**config.mk**
```make
export PLATFORM = sky130hd
export DESIGN_NAME = afe_spi_master
export DESIGN_NICKNAME = d
export VERILOG_FILES = /design/src/rtl/afe_spi_pkg.sv /design/src/rtl/spi_edge_gen.sv /design/src/rtl/afe_spi_master.sv
export SDC_FILE = /design/constraint.sdc
export NUM_CORES = 1
export LEC_CHECK = 0
export CAP_MARGIN = 20
export CORE_MARGIN = 2
export CORE_UTILIZATION = 30
export CTS_BUF_LIST = sky130_fd_sc_hd__clkbuf_4 sky130_fd_sc_hd__clkbuf_8
export CTS_CLUSTER_DIAMETER = 150
export DETAILED_ROUTE_END_ITERATION = 10
export SLEW_MARGIN = 30
export SYNTH_ARGS = -nofsm -noshare
export SYNTH_HDL_FRONTEND = slang
export SYNTH_SLANG_ARGS = --single-unit
```
**constraint.sdc**
```tcl
create_clock -name i_clk -period 4.24 [get_ports i_clk]
set_input_delay 0.848 -clock i_clk [delete_from_list [all_inputs] [get_ports i_clk]]
set_output_delay 0.848 -clock i_clk [all_outputs]
set_load 0.1 [all_outputs]
```
**src/rtl/afe_spi_pkg.sv**
```systemverilog
// Shared definitions for the AFE4490 SPI master: FSM encoding, default frame
// geometry and the AFE4490 register address map.
package afe_spi_pkg;

    localparam int DEF_ADDR_W = 8;
    localparam int DEF_DATA_W = 24;

    typedef enum logic [1:0] {
        ST_IDLE  = 2'd0,
        ST_SETUP = 2'd1,
        ST_SHIFT = 2'd2,
        ST_HOLD  = 2'd3
    } state_e;

    localparam logic [7:0] CONTROL0      = 8'h00;
    localparam logic [7:0] LED2STC       = 8'h01;
    localparam logic [7:0] LED2ENDC      = 8'h02;
    localparam logic [7:0] LED2LEDSTC    = 8'h03;
    localparam logic [7:0] LED2LEDENDC   = 8'h04;
    localparam logic [7:0] ALED2STC      = 8'h05;
    localparam logic [7:0] ALED2ENDC     = 8'h06;
    localparam logic [7:0] LED1STC       = 8'h07;
    localparam logic [7:0] LED1ENDC      = 8'h08;
    localparam logic [7:0] LED1LEDSTC    = 8'h09;
    localparam logic [7:0] LED1LEDENDC   = 8'h0A;
    localparam logic [7:0] ALED1STC      = 8'h0B;
    localparam logic [7:0] ALED1ENDC     = 8'h0C;
    localparam logic [7:0] LED2CONVST    = 8'h0D;
    localparam logic [7:0] LED2CONVEND   = 8'h0E;
    localparam logic [7:0] ALED2CONVST   = 8'h0F;
    localparam logic [7:0] ALED2CONVEND  = 8'h10;
    localparam logic [7:0] LED1CONVST    = 8'h11;
    localparam logic [7:0] LED1CONVEND   = 8'h12;
    localparam logic [7:0] ALED1CONVST   = 8'h13;
    localparam logic [7:0] ALED1CONVEND  = 8'h14;
    localparam logic [7:0] ADCRSTSTCT0   = 8'h15;
    localparam logic [7:0] ADCRSTENDCT0  = 8'h16;
    localparam logic [7:0] ADCRSTSTCT1   = 8'h17;
    localparam logic [7:0] ADCRSTENDCT1  = 8'h18;
    localparam logic [7:0] ADCRSTSTCT2   = 8'h19;
    localparam logic [7:0] ADCRSTENDCT2  = 8'h1A;
    localparam logic [7:0] ADCRSTSTCT3   = 8'h1B;
    localparam logic [7:0] ADCRSTENDCT3  = 8'h1C;
    localparam logic [7:0] PRPCOUNT      = 8'h1D;
    localparam logic [7:0] CONTROL1      = 8'h1E;
    localparam logic [7:0] SPARE1        = 8'h1F;
    localparam logic [7:0] TIAGAIN       = 8'h20;
    localparam logic [7:0] TIA_AMB_GAIN  = 8'h21;
    localparam logic [7:0] LEDCNTRL      = 8'h22;
    localparam logic [7:0] CONTROL2      = 8'h23;
    localparam logic [7:0] SPARE2        = 8'h24;
    localparam logic [7:0] SPARE3        = 8'h25;
    localparam logic [7:0] SPARE4        = 8'h26;
    localparam logic [7:0] RESERVED1     = 8'h27;
    localparam logic [7:0] RESERVED2     = 8'h28;
    localparam logic [7:0] ALARM         = 8'h29;
    localparam logic [7:0] LED2VAL       = 8'h2A;
    localparam logic [7:0] ALED2VAL      = 8'h2B;
    localparam logic [7:0] LED1VAL       = 8'h2C;
    localparam logic [7:0] ALED1VAL      = 8'h2D;
    localparam logic [7:0] LED2_ALED2VAL = 8'h2E;
    localparam logic [7:0] LED1_ALED1VAL = 8'h2F;
    localparam logic [7:0] DIAG          = 8'h30;

endpackage

```
**src/rtl/spi_edge_gen.sv**
```systemverilog
// SCLK half-period timer: while enabled, flags the i_clk cycle that precedes
// each leading/trailing SCLK edge and reports when the current bit is the last.
module spi_edge_gen #(
    parameter int CLK_DIV = 4,
    parameter int N       = 32
) (
    input  logic i_clk,
    input  logic i_rst_n,
    input  logic i_en,
    output logic lead_stb,
    output logic trail_stb,
    output logic last_bit
);

    localparam int HW = $clog2(CLK_DIV + 1);
    localparam int BW = $clog2(N + 1);

    logic [HW-1:0] half_cnt_q, half_cnt_d;
    logic [BW-1:0] bit_cnt_q, bit_cnt_d;
    logic          phase_q, phase_d;
    logic          half_end;

    // NOTE: every always_comb output gets a default first, so no path can infer a latch.
    always_comb begin
        half_cnt_d = half_cnt_q;
        bit_cnt_d  = bit_cnt_q;
        phase_d    = phase_q;
        half_end   = i_en && (half_cnt_q == HW'(CLK_DIV - 1));
        lead_stb   = half_end && !phase_q;
        trail_stb  = half_end && phase_q;
        last_bit   = (bit_cnt_q == BW'(N - 1));

        if (!i_en) begin
            half_cnt_d = '0;
            bit_cnt_d  = '0;
            phase_d    = 1'b0;
        end else if (half_end) begin
            half_cnt_d = '0;
            phase_d    = !phase_q;
            if (phase_q) begin
                bit_cnt_d = bit_cnt_q + 1'b1;
            end
        end else begin
            half_cnt_d = half_cnt_q + 1'b1;
        end
    end

    // NOTE: sequential state uses non-blocking assignments so every flop sees pre-edge values.
    always_ff @(posedge i_clk or negedge i_rst_n) begin
        if (!i_rst_n) begin
            half_cnt_q <= '0;
            bit_cnt_q  <= '0;
            phase_q    <= 1'b0;
        end else begin
            half_cnt_q <= half_cnt_d;
            bit_cnt_q  <= bit_cnt_d;
            phase_q    <= phase_d;
        end
    end

endmodule

```
**src/rtl/afe_spi_master.sv**
```systemverilog
// SPI master for the AFE4490: one address+data frame per request, configurable
// SCLK mode and CS setup/hold, with all SPI pins driven straight from flops.
module afe_spi_master
    import afe_spi_pkg::*;
#(
    parameter int ADDR_W   = DEF_ADDR_W,
    parameter int DATA_W   = DEF_DATA_W,
    parameter int CLK_DIV  = 4,
    parameter int CPOL     = 0,
    parameter int CPHA     = 0,
    parameter int CS_SETUP = 2,
    parameter int CS_HOLD  = 2
) (
    input  logic              i_clk,
    input  logic              i_rst_n,
    input  logic              i_dv,
    input  logic              i_rd_wr,
    input  logic [ADDR_W-1:0] i_addr,
    input  logic [DATA_W-1:0] i_wr_data,
    output logic              o_ready,
    output logic              o_done,
    output logic [DATA_W-1:0] o_rd_data,
    output logic              o_sclk,
    output logic              o_mosi,
    output logic              o_cs_n,
    input  logic              i_miso
);

    localparam int   N         = ADDR_W + DATA_W;
    localparam int   CNT_MAX   = (CS_SETUP > CS_HOLD) ? CS_SETUP : CS_HOLD;
    localparam int   CW        = $clog2(CNT_MAX + 1);
    localparam logic SCLK_IDLE = 1'(CPOL);

    state_e            state_q, state_d;
    logic [CW-1:0]     cnt_q, cnt_d;
    logic [N-1:0]      sr_q, sr_d;
    logic [DATA_W-1:0] rx_q, rx_d;
    logic [DATA_W-1:0] rd_data_q, rd_data_d;
    logic              rd_q, rd_d;
    logic              sclk_q, sclk_d;
    logic              mosi_q, mosi_d;
    logic              cs_n_q, cs_n_d;
    logic              done_q, done_d;
    logic              ready_q, ready_d;

    logic              shift_en, lead_stb, trail_stb, last_bit;
    logic              shift_stb, sample_stb;
    logic [N-1:0]      frame;

    assign shift_en = (state_q == ST_SHIFT);

    spi_edge_gen #(
        .CLK_DIV (CLK_DIV),
        .N       (N)
    ) u_edge_gen (
        .i_clk     (i_clk),
        .i_rst_n   (i_rst_n),
        .i_en      (shift_en),
        .lead_stb  (lead_stb),
        .trail_stb (trail_stb),
        .last_bit  (last_bit)
    );

    always_comb begin
        state_d   = state_q;
        cnt_d     = cnt_q;
        sr_d      = sr_q;
        rx_d      = rx_q;
        rd_data_d = rd_data_q;
        rd_d      = rd_q;
        sclk_d    = sclk_q;
        mosi_d    = mosi_q;
        cs_n_d    = cs_n_q;
        done_d    = 1'b0;

        frame = {i_addr, (i_rd_wr ? {DATA_W{1'b0}} : i_wr_data)};
        // Mode 0 pre-drives bit N-1 at accept, so only the N-1 later bits move on trailing edges.
        shift_stb  = (CPHA == 0) ? (trail_stb && !last_bit) : lead_stb;
        sample_stb = (CPHA == 0) ? lead_stb : trail_stb;

        unique case (state_q)
            ST_IDLE: begin
                if (i_dv && ready_q) begin
                    state_d = ST_SETUP;
                    cnt_d   = '0;
                    cs_n_d  = 1'b0;
                    rd_d    = i_rd_wr;
                    if (CPHA == 0) begin
                        mosi_d = frame[N-1];
                        sr_d   = frame << 1;
                    end else begin
                        mosi_d = 1'b0;
                        sr_d   = frame;
                    end
                end
            end
            ST_SETUP: begin
                if (cnt_q == CW'(CS_SETUP - 1)) begin
                    state_d = ST_SHIFT;
                    cnt_d   = '0;
                end else begin
                    cnt_d = cnt_q + 1'b1;
                end
            end
            ST_SHIFT: begin
                if (lead_stb || trail_stb) begin
                    sclk_d = !sclk_q;
                end
                if (shift_stb) begin
                    mosi_d = sr_q[N-1];
                    sr_d   = sr_q << 1;
                end
                if (sample_stb) begin
                    rx_d = {rx_q[DATA_W-2:0], i_miso};
                end
                if (trail_stb && last_bit) begin
                    state_d = ST_HOLD;
                end
            end
            ST_HOLD: begin
                if (cnt_q == CW'(CS_HOLD - 1)) begin
                    state_d = ST_IDLE;
                    cnt_d   = '0;
                    cs_n_d  = 1'b1;
                    mosi_d  = 1'b0;
                    done_d  = 1'b1;
                    if (rd_q) begin
                        rd_data_d = rx_q;
                    end
                end else begin
                    cnt_d = cnt_q + 1'b1;
                end
            end
            default: state_d = ST_IDLE;
        endcase

        ready_d = (state_d == ST_IDLE);
    end

    // NOTE: the datapath registers are reset along with the control flops, so a frame
    // aborted by reset leaves no stale shift or capture bits behind.
    always_ff @(posedge i_clk or negedge i_rst_n) begin
        if (!i_rst_n) begin
            state_q   <= ST_IDLE;
            cnt_q     <= '0;
            sr_q      <= '0;
            rx_q      <= '0;
            rd_data_q <= '0;
            rd_q      <= 1'b0;
            sclk_q    <= SCLK_IDLE;
            mosi_q    <= 1'b0;
            cs_n_q    <= 1'b1;
            done_q    <= 1'b0;
            ready_q   <= 1'b1;
        end else begin
            state_q   <= state_d;
            cnt_q     <= cnt_d;
            sr_q      <= sr_d;
            rx_q      <= rx_d;
            rd_data_q <= rd_data_d;
            rd_q      <= rd_d;
            sclk_q    <= sclk_d;
            mosi_q    <= mosi_d;
            cs_n_q    <= cs_n_d;
            done_q    <= done_d;
            ready_q   <= ready_d;
        end
    end

    assign o_ready   = ready_q;
    assign o_done    = done_q;
    assign o_rd_data = rd_data_q;
    assign o_sclk    = sclk_q;
    assign o_mosi    = mosi_q;
    assign o_cs_n    = cs_n_q;

endmodule

```
# Yosys cells after proc, flatten, opt, wreduce, memory -nomap -nowiden
# Index checks and enable logic that the tools add are counted.
[totals]
ff_bits = 100
output_inout_bits = 29
word_cells = 82
[classes]
addsub = 3
n_eq_ne = 11
mux = 28
n_reduce_logical = 26
[op_table]
columns = ["op", "count"]
rows = [
  ["32-bit two-way mux", 2],
  ["32-bit one-hot mux with 2 select lines", 1],
  ["24-bit two-way mux", 1],
  ["6-bit two-way mux", 3],
  ["2-bit two-way mux", 6],
  ["2-bit inequality test (second input constant)", 5],
  ["2-bit AND reduction", 5],
  ["1-bit two-way mux", 9],
  ["3-bit AND reduction", 3],
  ["2-bit one-hot mux with 4 select lines", 1],
  ["6-bit by 1-bit adder with 6-bit output (second input constant)", 1],
  ["6-bit by 5-bit == test with 1-bit output (second input constant)", 1],
  ["1-bit logical AND", 6],
  ["3-bit two-way mux", 2],
  ["2-bit nonzero test", 3],
  ["2-bit by 1-bit == test with 1-bit output (second input constant)", 2],
  ["2-bit == test (second input constant)", 2],
  ["2-bit zero test", 2],
  ["2-bit one-hot mux with 2 select lines", 1],
  ["4-bit AND reduction", 1],
  ["3-bit by 1-bit adder with 3-bit output (second input constant)", 1],
  ["3-bit by 2-bit == test with 1-bit output (second input constant)", 1],
  ["1-bit zero test", 3],
  ["1-bit one-hot mux with 3 select lines", 1],
  ["5 further kinds", 5],
]

# Logic depth before layout (Yosys ltp)
# Gate-level depths: netlist of run 1.
[depth]
ltp_word = 7
ltp_mapped = 7
ltp_nobuf = 5

# By module
# From an unflattened synthesis of run 1, not the netlist that was laid out.
[hier_totals]
hier_cells = 324
area_unflattened_um2 = 4439.3
[by_module_without_submodules]
columns = ["module", "n_inst", "cells_per_inst", "area_per_inst_um2"]
rows = [
  ["afe_spi_master", 1, 279, 3971.3],
  ["spi_edge_gen", 1, 45, 467.9],
]

# Worst setup path before layout of run 1
# OpenSTA, ideal clock, no wires.
[synth_timing]
path_kind = "register to register"
start = "register ready_q, in the netlist o_ready"
end = "register sr_q[25]"
t_arrival_ps = 1881
required_time_ps = 4113
path_slack_ps = 2231
path_stages_with_launch = 7
n_path_buf = 2
period_less_slack_ps = 2009
cell_sequence = "dfstp_2 nand3b_4 or2_1 buf_4 o31ai_4 buf_12 mux2_1"
[synth_via]
elab_chain_len = 3
[synth_lines]
columns = ["item", "line", "text"]
rows = [
  ["start: declaration", "afe_spi_master.sv:44", "logic ready_q, ready_d;"],
  ["start signal: assignment", "afe_spi_master.sv:166", "ready_q <= ready_d;"],
  ["1-bit logical AND", "afe_spi_master.sv:83", "if (i_dv && ready_q) begin"],
  ["2-bit inequality test (no source line)", "--", ""],
  ["3-bit AND reduction (no source line)", "--", ""],
  ["end signal: assignment", "afe_spi_master.sv:158", "sr_q <= sr_d;"],
  ["end: declaration", "afe_spi_master.sv:36", "logic [N-1:0] sr_q, sr_d;"],
]
# No other way between the ends.
# A chain may end at the register's enable or synchronous reset.

# Final worst setup path of run 1
[layout_timing]
start = "register ready_q, in the netlist o_ready"
end = "output port o_ready"
[layout_lines]
columns = ["item", "line", "text"]
rows = [
  ["end: declaration", "afe_spi_master.sv:20", "output logic o_ready,"],
]
# No word-level cell between the ends.

==> impl_metrics.ini, run 1 <==
[outcome]
status = finished clean

[global_routing]
grt_pass1_vias = 2884
gr-total-overflow = 0
grt_usage_pct = 11.5
grt_max_degree = 80
grt_antenna_before_repair = 0
grt_pass1_wl_um = 14800

[synth]
syn_area_um2 = 4390
synth_nets = 392
syn_inst = 353
ys_seq_elements = 99
synth_top_cell_by_area = dfrtp_1
synth_top_area_share_pct = 55.2
ys.flop_type = dfrtp_1
ys_warn_count = 0
ys_async_sr_fraction_pct = 100
synth_cell_types = 42
syn_area_per_cell_um2 = 12.4
seq_area_frac_synth_pct = 56.4
synth_edf_count = 0
synth.area.top_cells = dfrtp_1 55%, mux2_2 13%, mux2i_1 5.2%, nor3b_1 4.1%, a21oi_1 2.8%

[floorplanning]
die_height_um = 125
initial_core_util_pct = 30.5
num_rows = 44
die_area_um2 = 15600
io_pins = 66
die_w_um = 125
core-area_um2 = 14400

[drt]
dr.first_iter.drc_count = 91
wire_per_inst_um = 14.0
vias = 2711
via_per_inst = 4.49
first_pass_iters = 4
drc = 0
finalWirelength_um = 8460
drtAntennaViolNets = 0

[clock_network]
ctsResizeCount = 0
cts_buffers = 9
cts_tree = built
h-tree-depth = 3
clkSinkCount = 99
clockBufferDepth = 2
clk_pin_slew_ps = 100
hold_buffers = 0
clk_latency_ps = 370
cts-root-buf = clkbuf_8
postCtsSetupRepairBufs = 0

[timing]
finalClockSkew_ps = 11.1
fmax_mhz = 342
hold_violations = 0
fin_crit_sh_pct = 68.9
rsz0062_at_grt = false
worst_pin_slew_ps = 1000
fin_crit_ps = 2920
setup_viol = 0
slew_headroom_pct = 32.9
final_max_slew_viol_count = 0
setup-tns-final_ps = 0

[critical_path]
critPathSlowestCell = clkdlybuf4s50_1
cp.arrival_ps = 2070
cp_top_family = buffers and inverters
path_cells = clkdlybuf4s50_1
max_stage_delay_ps = 1130
cp_max_fo = 2
critical_path_class = reg2out
worstPathRequired_ps = 3390
cp_num_buf_inv = 1
worstSetupEndpointType = output pin
startpoint_type = flip-flop

[placement]
place_area_um2 = 5190
dpl.hpwl_um = 5400
place_congestion = 0.777
port_buffers = 65

[power]
p_leak_nw = 2.55
cellPowerDensity_nw_per_um2 = 301
ir_drop_v = 0.000319

[final_layout]
drive_above_1_share_pct = 21.0
finalInstanceArea_um2 = 5390
diodes = 0
final_nets = 454
fillers = 1417
areaGrowthSynthToFinish_pct = 22.6

[run]
maxCapViolCount = 0

[worst_hold_path]
min_path_type = reg2reg
## flip-flops by register name, summed over array words and instances, names as in the netlist, 2 cells and up
| register | cells |
|---|---|
| cnt_q | 2 |
| o_rd_data | 24 |
| rx_q | 24 |
| sr_q | 31 |
| state_q | 2 |
| u_edge_gen.bit_cnt_q | 6 |
| u_edge_gen.half_cnt_q | 3 |
## metal layers
metal  part of all wire [%]  track usage [%]  up-vias  wire length [um]
met5                      0                0        -                 0
met4                   0.77             2.35        0                65
met3                    8.1             6.29        6               689
met2                     43             16.6       63              3620
met1                     48             15.5     1328              4090
li1                       -                -     1314                 -
## cell type report
type	instances	area [um2]	area share (%)
clock buffers	12	159	2.95
repair buffers	72	717	13.3
inverters	24	90.1	1.67
well taps	184	230	4.27
flip-flops and latches	99	2480	46.0
clock inverters	4	25.0	0.465
multi-input cells	209	1690	31.3
## worst paths after layout
kind	startpoint	endpoint	slack, ps	depth (start not counted)
max	o_ready	o_ready	1320	1
min	u_edge_gen.half_cnt_q[0]	u_edge_gen.half_cnt_q[0]	440	1
max reg2reg	state_q[0]	sr_q[31]	2180	5
min reg2reg	u_edge_gen.half_cnt_q[0]	u_edge_gen.half_cnt_q[0]	440	1
max in group asynchronous	i_rst_n	rx_q[0]	2980	2
min in group asynchronous	i_rst_n	o_rd_data[11]	480	1
## placed cells by master, fill, tap and decap left out, drive strengths merged
cell type / netlist / final
a21o: 1 / 1
a21oi: 25 / 25
a221oi: 1 / 1
and2: 1 / 1
and3: 2 / 2
and3b: 1 / 1
buf: 17 / 11
clkbuf: 4 / 12
clkdlybuf4s50: 0 / 61
clkinv: 0 / 2
clkinvlp: 0 / 2
dfrtp: 97 / 97
dfstp: 2 / 2
ha: 2 / 2
inv: 24 / 24
mux2: 57 / 57
mux2i: 23 / 23
nand2: 30 / 30
nand2b: 4 / 4
nand3: 1 / 1
nand3b: 2 / 2
nand4: 1 / 1
nor2: 10 / 10
nor2b: 2 / 2
nor3: 3 / 3
nor3b: 24 / 24
o21ai: 4 / 4
o311ai: 2 / 2
o31ai: 2 / 2
or2: 1 / 1
or3: 2 / 2
xnor2: 2 / 2
xor2: 6 / 6
## cell families after synthesis
| family | count (synthesis) | share of synthesized area [%] |
|---|---|---|
| xor gates and xnor gates | 8 | 1.59 |
| DFF | 99 | 56.4 |
| muxes | 80 | 19.8 |
| AOI/OAI and AO/OA | 35 | 4.87 |
| and+or+nand+nor | 84 | 11.3 |
| buffers and inverters | 45 | 5.38 |
| adders and majority gates | 2 | 0.569 |
## power breakdown
group | internal (W) | switching, W
logic | 0.0000434 | 0.0000347
clock network | 0.000250 | 0.000328
registers | 0.000957 | 0.00000783
## cells in the mapped netlist (2+ instances only)
cell / instances
a21oi_1: 25
and3_1: 2
buf_2: 8
buf_4: 5
buf_6: 3
clkbuf_1: 4
dfrtp_1: 97
dfstp_2: 2
ha_1: 2
inv_1: 24
mux2_1: 7
mux2_2: 50
mux2i_1: 23
nand2_1: 29
nand2b_1: 3
nor2_1: 9
nor2b_1: 2
nor3b_1: 24
o21ai_0: 4
or3_1: 2
xnor2_1: 2
xor2_1: 6
## per-stage QoR
| step | utilization (%) | setup WS [ps] | cells | total power [W] | hold WS (ps) |
|---|---|---|---|---|---|
| final | 37.3 | 1320 | 604 | 0.00162 | 437 |
| after global routing | 37.3 | 1260 | 604 | 0.00170 | 486 |
| after CTS | 37.3 | 1280 | 603 | 0.00166 | 445 |
| after detailed placement | 36.0 | 1390 | 587 | 0.00106 | 433 |
| after global placement | 35.8 | 1440 | 585 | 0.00106 | 421 |
| after floorplan | - | 2230 | 353 | 0.00101 | 407 |
Power figures use the tool's default switching activity.
==> run 2, diff against run 1 <==
Clock period 4.24 ns to 2.7 ns, I/O delays scaled along.
==> impl_metrics.ini, run 2 (synthesis results as in run 1) <==
[floorplanning]
die_area_um2 = 15600
initial_core_util_pct = 30.5
core-area_um2 = 14400
die_w_um = 125
io_pins = 66
die_height_um = 125
num_rows = 44

[global_routing]
grt_max_degree = 57
gr-total-overflow = 0
grt_pass1_wl_um = 14400
grt_antenna_before_repair = 0
grt_pass1_vias = 2956
grt_usage_pct = 11.3

[timing]
fin_crit_sh_pct = 73.4
setup_viol = 0
worst_pin_slew_ps = 628
final_max_slew_viol_count = 0
fmax_mhz = 505
rsz0062_at_grt = false
slew_headroom_pct = 58.0
finalClockSkew_ps = 12.4
whs_ps = 159
fin_crit_ps = 1980
setup-tns-final_ps = 0
hold_violations = 0

[clock_network]
postCtsSetupRepairBufs = 0
cts_tree = built
clkSinkCount = 99
cts_buffers = 9
hold_buffers = 0
h-tree-depth = 3
clk_latency_ps = 360
clockBufferDepth = 2
cts-root-buf = clkbuf_8
ctsResizeCount = 0
clk_pin_slew_ps = 90

[drt]
first_pass_iters = 4
dr.first_iter.drc_count = 117
via_per_inst = 4.46
finalWirelength_um = 8330
vias = 2691
drc = 0
drtAntennaViolNets = 0
wire_per_inst_um = 13.8

[critical_path]
startpoint_type = flip-flop
ff2ff_setup_slack_ps = 720
cp_max_fo = 23
reg2reg_from = state_q[0]
worstSetupEndpointType = flip-flop
worstPathRequired_ps = 2970
cp.arrival_ps = 2260
worstSetupStartpoint = state_q[0]
critical_path_class = reg2reg

[placement]
port_buffers = 65
dpl.hpwl_um = 5600
place_congestion = 0.726

[final_layout]
largest_register_ffs = 31
final_core_utilization_pct = 37.0
diodes = 0
areaGrowthSynthToFinish_pct = 21.5
drive_above_1_share_pct = 27.0
top_register = sr_q
mostFrequentLayoutCells = 97 x dfrtp_1, 50 x mux2_2, 35 x clkdlybuf4s50_1
final_nets = 453
final_common_cell = dfrtp_1

[power]
cellPowerDensity_nw_per_um2 = 481
ir_drop_v = 0.000357
p_leak_nw = 2.61

[run]
maxCapViolCount = 0

[outcome]
status = finished clean

[worst_hold_path]
min_path_type = in2async
-- run 2: cell types whose count changed in the layout (fill, tap and decap cells not counted), sizes merged --
| cell | previous run | this run |
|---|---|---|
| clkdlybuf4s50 | 61 | 35 |
| buf | 11 | 36 |
| clkinv | 2 | 0 |
| clkbuf | 12 | 13 |
| clkinvlp | 2 | 3 |
-- run 2: metrics by stage --
stage                     setup WS (ps)  total power (W)  area (um2)  instances
final                               718          0.00257        5340        603
after global routing                541          0.00269        5340        603
after CTS                           683          0.00261        5340        603
after detailed placement            445          0.00168        5140        587
after global placement              519          0.00167        5140        587
after floorplan                     691          0.00158        4390        353
-- run 2: report_power, final --
| group | switching (W) | internal, W |
|---|---|---|
| Clock | 0.000501 | 0.000422 |
| Combinational | 0.0000552 | 0.0000713 |
| Sequential | 0.0000121 | 0.00150 |
-- run 2: final timing paths --
kind | depth (start not counted) | endpoint
min in group i_clk | 1 | u_edge_gen.half_cnt_q[0]
max reg2reg | 4 | sr_q[18]
min | 1 | o_rd_data[11]
max in group asynchronous | 2 | o_ready
min reg2reg | 1 | u_edge_gen.half_cnt_q[0]
max | 4 | sr_q[18]
-- run 2: critical path, cell delays in order, from the launching register on --
cell and delay (ps):
dfrtp_1 510, nand2b_4 320, o31ai_4 570, buf_12 270
mux2i_1 220
-- run 2: area by class of cell --
type	instances	area [um2]
Fill cell	1407	9080
Sequential cell	99	2480
Multi-Input combinational cell	209	1690
Timing Repair Buffer	71	658
Tap cell	184	230
Clock buffer	13	173
Inverter	24	90.1
Clock inverter	3	22.5
-- run 2: per-layer routing --
| metal | GRT usage, % | share of wire [%] | up-vias |
|---|---|---|---|
| met5 | 0 | 0 | - |
| met4 | 3.33 | 1.3 | 0 |
| met3 | 4.84 | 7.7 | 9 |
| met2 | 17.4 | 45 | 58 |
| met1 | 14.6 | 46 | 1309 |
| li1 | - | - | 1315 |
==> run 3, diff against run 2 <==
Clock period 2.7 ns to 1.75 ns, I/O delays scaled along.
==> impl_metrics.ini, run 3 (synthesis results as in run 1) <==
[outcome]
status = finished clean

[clock_network]
h-tree-depth = 3
cts_tree = built
clkSinkCount = 99
clk_latency_ps = 370
clockBufferDepth = 2
clk_pin_slew_ps = 90
cts-root-buf = clkbuf_8
cts_buffers = 9

[drt]
finalWirelength_um = 8720
drtAntennaViolNets = 0
dr.first_iter.drc_count = 81
wl_met3_um = 718
wl_met1_um = 3910
via_per_inst = 4.52
drc = 0
wire_per_inst_um = 14.1
dr.max_layer_used = met4
vias = 2801
met2_length_um = 3990
first_pass_iters = 4

[placement]
dpl.hpwl_um = 5970
place_area_um2 = 5650
port_buffers = 65
place_congestion = 0.710
post-place-ws_ps = -199
dp.cells = 601

[timing]
rsz0062_at_grt = false
setup_viol = 0
worst_pin_slew_ps = 430
hold_violations = 0
fin_ws_ps = 75.3
fmax_mhz = 597
whs_ps = 453
finalClockSkew_ps = 9.34
slew_headroom_pct = 71.3
final_max_slew_viol_count = 0
fin_crit_sh_pct = 95.7
fin_crit_ps = 1670

[critical_path]
worstSetupStartpoint = u_edge_gen.bit_cnt_q[0]
critical_path_class = reg2reg
worstPathRequired_ps = 2010
startpoint_type = flip-flop
cp.arrival_ps = 1940
worstSetupEndpointType = flip-flop
path_cells = ha_2, nand2_2, buf_4, o31ai_1, a221oi_2, mux2_2
reg2reg_from = u_edge_gen.bit_cnt_q[0]
cp_max_fo = 3
reg2reg_depth = 6
critPathSlowestCell = dfrtp_1
max_stage_delay_ps = 410

[final_layout]
mostFrequentLayoutCells = 97 x dfrtp_1, 50 x mux2_2, 35 x clkdlybuf4s50_1, 35 x buf_12, 28 x nand2_1
final_nets = 470
diodes = 0
areaGrowthSynthToFinish_pct = 34.5
largest_register_ffs = 31
drive_above_1_share_pct = 31.0
top_register = sr_q
final_common_cell = dfrtp_1
final_cells = 620
finalInstanceArea_um2 = 5910

[floorplanning]
initial_core_util_pct = 30.5
core-area_um2 = 14400
die_height_um = 125
die_w_um = 125
io_pins = 66
num_rows = 44
die_area_um2 = 15600

[power]
p_seq_share_pct = 57.8
combPwrFrac_pct = 5.2
p_leak_nw = 2.80
p_sw_w = 0.000876
cellPowerDensity_nw_per_um2 = 685
p_total_w = 0.00405
internal-power_w = 0.00317
ir_drop_v = 0.000752
p_sw_share_pct = 21.7
pwr-share-clk_pct = 37.0

[global_routing]
grt_pass1_wl_um = 15200
grt_max_degree = 47
grt_pass1_vias = 3039
gr-total-overflow = 0
grt_antenna_before_repair = 0
grt_usage_pct = 11.9

[worst_hold_path]
hp-start = u_edge_gen.half_cnt_q[0]
hold_depth = 1
min_path_type = reg2reg

[run]
maxCapViolCount = 0
-- run 3: cell count changes in the layout (fill, tap and decap cells not counted), sizes merged --
cell / previous run / this run
bufinv: 0 / 1
clkbuf: 13 / 12
clkinv: 0 / 1
buf: 36 / 52
dlygate4sd3: 0 / 1
clkinvlp: 3 / 2
-- run 3: stage by stage --
stage | util (%) | TNS [ps]
final | 41.0 | 0
after global placement | 39.2 | -4220
after detailed placement | 39.2 | -5140
after CTS | 40.8 | 0
after global routing | 41.0 | 0
after floorplan | - | -1190
-- run 3: area by class of cell --
class,count,area (um2)
clock buffer,12,153
clock inverter,4,50.0
fill,1377,8520
inverter,24,90.1
multi-input combinational,209,1710
sequential,99,2480
tap,184,230
timing repair buffer,88,1200
-- run 3: critical path, delay by kind of cell, from the launching register on --
| family | cells | cell delay, ps |
|---|---|---|
| flops | 1 | 410 |
| compound gates | 2 | 380 |
| mux | 1 | 360 |
| fa+ha+maj | 1 | 210 |
| buf+inv | 1 | 110 |
| simple gates | 1 | 90 |
-- run 3: power by group through the flow --
stage	registers, W	logic [W]	clock network [W]
finish	0.00234	0.000210	0.00150
global route	0.00234	0.000238	0.00165
CTS	0.00234	0.000218	0.00158
detailed placement	0.00238	0.000215	0
global placement	0.00238	0.000208	0
floorplan	0.00238	0.0000587	0
-- run 3: worst paths after layout --
check,endpoint,slack (ps)
setup / recovery,o_mosi,80
hold / removal,u_edge_gen.half_cnt_q[0],450
setup reg to reg,o_mosi,80
hold reg to reg,u_edge_gen.half_cnt_q[0],450
max in group asynchronous,o_rd_data[12],770
min in group asynchronous,sr_q[27],460
-- run 3: metal layers --
layer	GRT usage, %	vias to the layer above
met1	15.1	1366
met4	3.86	0
met2	18.0	67
li1	-	1358
met5	0	-
met3	5.78	10
-- run 3: what timing repair did --
item / CTS / global route
setup buffers: 2 / 0
hold buffers: 1 / 0
endpoints found under the hold margin: 23 / 0
pin swaps: 1 / 1
resized for setup: 0 / 8
setup endpoints to repair: 30 / 16
